File: config.mk
export PLATFORM = sky130hd
export DESIGN_NAME = is_uart_rx_ctrl
export DESIGN_NICKNAME = d
export VERILOG_FILES = /design/src/rtl/is_uart_rx_ctrl.sv
export SDC_FILE = /design/constraint.sdc
export NUM_CORES = 1
export LEC_CHECK = 0
export BUFFER_PORTS_ARGS = -buffer_cell sky130_fd_sc_hd__buf_2
export CORE_ASPECT_RATIO = 0.6
export CORE_MARGIN = 2
export CORE_UTILIZATION = 45
export DETAILED_ROUTE_END_ITERATION = 16
export PLACE_DENSITY_LB_ADDON = 0.2
export SYNTH_ARGS = -nofsm -noshare
export SYNTH_HDL_FRONTEND = slang
export SYNTH_SLANG_ARGS = --single-unit
File: constraint.sdc
create_clock -name clk_i -period 3 [get_ports clk_i]
set_input_delay 0.45 -clock clk_i [delete_from_list [all_inputs] [get_ports clk_i]]
set_output_delay 0.45 -clock clk_i [all_outputs]
set_load 0.005 [all_outputs]
File: src/rtl/is_uart_rx_ctrl.sv
// UART RX controller: baud strobe, parity check, FWFT frame FIFO, overrun flag.
// Optional error counters enabled by IS_UART_RX_CTRL_ERRCNT_EN.
module is_uart_rx_ctrl #(
   parameter int CLK_DIV    = 868,
   parameter int FIFO_DEPTH = 4
) (
   input  logic                          clk_i,
   input  logic                          rst_i,
   input  logic [1:0]                    cfg_parity_i,
   input  logic                          clr_i,
   input  logic                          rxct_r_i,
   input  logic                          rx_data_en_i,
   input  logic [9:0]                    rx_data_t_i,
   output logic                          rx_ce_o,
   output logic [7:0]                    m_data_o,
   output logic                          m_perr_o,
   output logic                          m_ferr_o,
   output logic                          m_valid_o,
   input  logic                          m_ready_i,
`ifdef IS_UART_RX_CTRL_ERRCNT_EN
   output logic [15:0]                   perr_cnt_o,
   output logic [15:0]                   ferr_cnt_o,
   output logic [15:0]                   ovr_cnt_o,
`endif
   output logic [$clog2(FIFO_DEPTH):0]   fill_o,
   output logic                          ovr_o
);

   localparam int CW = $clog2(CLK_DIV);
   localparam int PW = $clog2(FIFO_DEPTH);
   localparam int FW = PW + 1;
   localparam logic [CW-1:0] CNT_PRE = CW'(CLK_DIV / 2 - 1);
   localparam logic [CW-1:0] CNT_TOP = CW'(CLK_DIV - 1);

   logic [CW-1:0] cnt_q, cnt_d;
   logic [9:0]    mem_q [FIFO_DEPTH];
   logic [9:0]    mem_d [FIFO_DEPTH];
   logic [PW-1:0] wr_q, wr_d, rd_q, rd_d;
   logic [FW-1:0] fill_q, fill_d;
   logic          ovr_q, ovr_d;
   logic          perr, full, pop, push, drop;
   logic [9:0]    wr_entry, head;

   always_comb begin
      cnt_d = cnt_q - CW'(1);
      if (rxct_r_i)
         cnt_d = CNT_PRE;
      else if (cnt_q == '0)
         cnt_d = CNT_TOP;
   end

   // Strobe is gated in reset so nothing leaks out before the preset lands.
   assign rx_ce_o = ~rst_i & ~rxct_r_i & (cnt_q == '0);

   always_comb begin
      perr = 1'b0;
      unique case (cfg_parity_i)
         2'b00: perr = 1'b0;
         2'b01: perr = (^rx_data_t_i[7:0]) ^ rx_data_t_i[8];
         2'b10: perr = ~((^rx_data_t_i[7:0]) ^ rx_data_t_i[8]);
         2'b11: perr = rx_data_t_i[8];
         default: perr = 1'b0;
      endcase
   end

   assign wr_entry = {rx_data_t_i[7:0], perr, rx_data_t_i[9]};
   assign full     = (fill_q == FW'(FIFO_DEPTH));
   assign pop      = m_valid_o & m_ready_i & ~clr_i;
   assign push     = rx_data_en_i & ~clr_i & (~full | pop);
   assign drop     = rx_data_en_i & ~clr_i & full & ~pop;

   always_comb begin
      mem_d  = mem_q;
      wr_d   = wr_q;
      rd_d   = rd_q;
      fill_d = fill_q;
      ovr_d  = ovr_q;
      if (clr_i) begin
         wr_d   = '0;
         rd_d   = '0;
         fill_d = '0;
         ovr_d  = 1'b0;
      end else begin
         if (push) begin
            mem_d[wr_q] = wr_entry;
            wr_d        = wr_q + PW'(1);
         end
         if (pop)
            rd_d = rd_q + PW'(1);
         if (push & ~pop)
            fill_d = fill_q + FW'(1);
         else if (pop & ~push)
            fill_d = fill_q - FW'(1);
         if (drop)
            ovr_d = 1'b1;
      end
   end

   always_ff @(posedge clk_i) begin
      if (rst_i) begin
         cnt_q  <= CNT_PRE;
         wr_q   <= '0;
         rd_q   <= '0;
         fill_q <= '0;
         ovr_q  <= 1'b0;
         for (int i = 0; i < FIFO_DEPTH; i++)
            mem_q[i] <= '0;
      end else begin
         cnt_q  <= cnt_d;
         wr_q   <= wr_d;
         rd_q   <= rd_d;
         fill_q <= fill_d;
         ovr_q  <= ovr_d;
         mem_q  <= mem_d;
      end
   end

   assign head      = mem_q[rd_q];
   assign m_data_o  = head[9:2];
   assign m_perr_o  = head[1];
   assign m_ferr_o  = head[0];
   assign m_valid_o = (fill_q != '0);
   assign fill_o    = fill_q;
   assign ovr_o     = ovr_q;

`ifdef IS_UART_RX_CTRL_ERRCNT_EN
   logic [15:0] perr_cnt_q, perr_cnt_d;
   logic [15:0] ferr_cnt_q, ferr_cnt_d;
   logic [15:0] ovr_cnt_q, ovr_cnt_d;
   logic        cap;

   // Counted at capture, so dropped frames still contribute.
   assign cap = rx_data_en_i & ~clr_i;

   always_comb begin
      perr_cnt_d = perr_cnt_q;
      ferr_cnt_d = ferr_cnt_q;
      ovr_cnt_d  = ovr_cnt_q;
      if (clr_i) begin
         perr_cnt_d = '0;
         ferr_cnt_d = '0;
         ovr_cnt_d  = '0;
      end else begin
         if (cap & perr & (perr_cnt_q != 16'hFFFF))
            perr_cnt_d = perr_cnt_q + 16'd1;
         if (cap & rx_data_t_i[9] & (ferr_cnt_q != 16'hFFFF))
            ferr_cnt_d = ferr_cnt_q + 16'd1;
         if (drop & (ovr_cnt_q != 16'hFFFF))
            ovr_cnt_d = ovr_cnt_q + 16'd1;
      end
   end

   always_ff @(posedge clk_i) begin
      if (rst_i) begin
         perr_cnt_q <= '0;
         ferr_cnt_q <= '0;
         ovr_cnt_q  <= '0;
      end else begin
         perr_cnt_q <= perr_cnt_d;
         ferr_cnt_q <= ferr_cnt_d;
         ovr_cnt_q  <= ovr_cnt_d;
      end
   end

   assign perr_cnt_o = perr_cnt_q;
   assign ferr_cnt_o = ferr_cnt_q;
   assign ovr_cnt_o  = ovr_cnt_q;
`endif

endmodule

==> impl_metrics.toml <==
[critical_path]
arrival_ns = 2.67
worstSetupEndpointType = "register"
path_class = "reg -> reg"
crit_chain = "or3_1 > and3_1 > inv_1 > ha_1 > inv_1 > fa_1 > xor2_1 > or3_1 > a21oi_1"
cp_max_fo = 5
slowest_delay_ns = 0.37
startpoint_type = "register"
critPathRequiredTime_ns = 3.26
cp_slowest_cell = "fa_1"

[synth]
syn_nets = 323
synth-seq-area-share = 0.4361
synthDistinctLibCells = 31
ys_seq_elements = 58
netlist_area_um2 = 2663
synth.mux.area_fraction = 0.1034
ys.warnings.count = 0
synth_area_per_cell_um2 = 8.965
synth_top_family_by_area = "simple AND/OR/NAND/NOR gates"
synth_compound_area_frac = 0.1180
synth-simple-area-share = 0.1983
netlist_instances = 297
synth_adder_area_share = 0.04041
synth_xor_area_frac = 0.06250

[grt]
grt_pass1_wl_um = 10830
grt_max_degree = 47
overflow = 0
grt_pass1_vias = 2083
grt_usage = 0.2249
antenna_found_initial = 0

[run_status]
run_status = "completed"

[timing]
grt_setup_unrepaired = "no"
worst_pin_slew_ns = 0.7187
fin_crit_sh = 0.8030
drv_slew = 0
finalClockSkew_ns = 0.006304
max_freq_mhz = 415.1
final.min_clock_period_ns = 2.409
maxSlewHeadroom = 0.5202
setup_tns_ns = 0
hold_viol_final = 0
setup_viol = 0

[power]
power_density_nw_per_um2 = 546.6
power_leakage_nw = 1.142
ir_drop_mv = 0.2457

[placed_design]
placed_cell_area_um2 = 2887
place_hpwl_um = 4291
place.gp.congestion = 0.7611
port_buffers = 33

[drt]
drt_iter0_drc = 133
ant_nets = 0
remaining_drc_errors = 0
wl_per_cell_um = 15.35
routed_via_density = 5.248
routed_wl_um = 6325
first_pass_iters = 4
vias = 2162

[finish]
area_growth_pct = 15.84
fin_area_um2 = 3084
diodes = 0
drive_above_1_share = 0.2078
finalNetCount = 353

[floorplanning]
fp.dieW_um = 103.3
core_area_um2 = 5649
die_h_um = 63.58
io_pins = 34
die_area_um2 = 6568
start_util = 0.4713
num_rows = 21

[clock_tree]
hold_buffers = 0
cts_max_level = 3
cts_tree = "done"
clockRootBuffer = "clkbuf_8"
path_clk_slew_ns = 0.06
cts_sinks = 58
postCtsSetupBuffers = 0
cts_max_path_buffers = 2
cts_made_buffers = 9
cts_resized = 0
insertion_delay_ns = 0.34

[job]
maxCapViolations = 0

[worst_hold_path]
holdCritPathClass = "in -> reg"
flip-flops by register name (all words and copies together), names as in the netlist:
signal and count:
rd_q 2, fill_o 3, wr_q 2, mem_q 40, ovr_o 1, cnt_q 10
placed cells by master (no fill, tap or decap):
master,instances
nor2_1,16
or2_2,2
nand2_1,49
clkbuf_8,11
nand3_1,37
clkbuf_1,3
and3_1,1
mux2i_1,2
buf_2,33
ha_1,7
nor4_1,1
xor2_1,4
inv_1,11
clkinv_2,1
bufinv_16,1
mux4_2,10
xnor2_1,15
and4b_1,1
nand4b_1,1
o21ai_0,3
o31ai_1,1
or3b_2,1
or4_1,1
nor3b_2,1
mux2_4,2
a31oi_1,1
nor4b_1,1
fa_1,1
buf_4,3
a311oi_2,4
nor3_1,2
or3_1,2
a21oi_1,45
dfxtp_1,58
cells in the mapped netlist:
cell type  instances  area [um^2]
and3_1             1        6.260
a311oi_2           4        60.06
mux2_4             2        30.03
buf_2              4        20.02
or4_1              1        7.510
o21ai_0            3        15.01
nor2_1            16        60.06
nand4b_1           1        8.760
clkbuf_1          10        37.54
xnor2_1           15        131.4
or3b_2             1        8.760
dfxtp_1           58         1161
a21oi_1           45        225.2
or2_2              2        12.51
o31ai_1            1        7.510
nor4b_1            1        8.760
a31oi_1            1        6.260
nand3_1           37        185.2
nor4_1             1        6.260
nor3_1             2        10.01
mux4_2            10        225.2
buf_1              3        11.26
ha_1               7        87.58
mux2i_1            2        20.02
fa_1               1        20.02
nand2_1           49        183.9
xor2_1             4        35.03
or3_1              2        12.51
and4b_1            1        10.01
nor3b_1            1        7.510
inv_1             11        41.29
logic make-up (layout without fill, tap and decap cells):
group | count (synthesis) | in the layout
mux | 14 | 14
xor+xnor | 19 | 19
compound gates | 54 | 54
simple gates | 116 | 116
buf+inv | 28 | 63
flops | 58 | 58
fa+ha+maj | 8 | 8
layer usage:
metal / wire (um) / global-route usage
met1: 3180 / 0.3368
met4: 61 / 0.05921
met5: 0 / 0
met2: 2621 / 0.2946
met3: 461 / 0.09212
final timing paths:
check                                             from                endpoint  slack [ns]  depth (start not counted)
worst max register to register  fill_o[0]$_SDFFE_PP0P_  fill_o[2]$_SDFFE_PP0P_        0.59                          9
worst min register to register     cnt_q[0]$_SDFF_PP1_     cnt_q[0]$_SDFF_PP1_        0.40                          1
worst max-delay path            fill_o[0]$_SDFFE_PP0P_  fill_o[2]$_SDFFE_PP0P_        0.59                          9
worst min-delay path                          rxct_r_i     cnt_q[4]$_SDFF_PP1_        0.35                          3
critical path, delay by kind of cell, from the launching register on:
family / cells / cell delay, ns
buffers and inverters: 2 / 0.15
AND/OR/NAND/NOR: 3 / 0.90
AO/OA/AOI/OAI: 1 / 0.18
adder cells (fa/ha/maj): 2 / 0.57
flip-flops: 1 / 0.36
XOR/XNOR: 1 / 0.17
per-stage QoR:
stage                     worst slack, ns  std cells  power (mW)  hold WS, ns    util
final                              0.5911        412       1.686       0.3526  0.5460
after detailed placement           0.6130        396      0.9835       0.3870  0.5110
after global placement             0.7405        396      0.9816       0.3885  0.5110
after CTS                          0.5897        412       1.704       0.3425  0.5460
after floorplan                    0.5252        297      0.9247       0.3715       -
after global routing               0.4371        412       1.762       0.3519  0.5460
power by group:
group | total, mW | switching, mW | leakage, nW | internal, mW
Clock | 0.718 | 0.290 | 0.101 | 0.428
Sequential | 0.796 | 0.0116 | 0.469 | 0.785
Combinational | 0.171 | 0.0992 | 0.572 | 0.0720
cell type report:
type,instances,area (um^2)
Fill cell,557,2565
Multi-Input combinational cell,211,1396
Sequential cell,58,1161
Timing Repair Buffer,36,187.7
Clock buffer,14,162.7
Tap cell,80,100.1
Inverter,11,41.29
Clock inverter,2,35.03
Note: power is estimated with default switching activity, not from simulation.
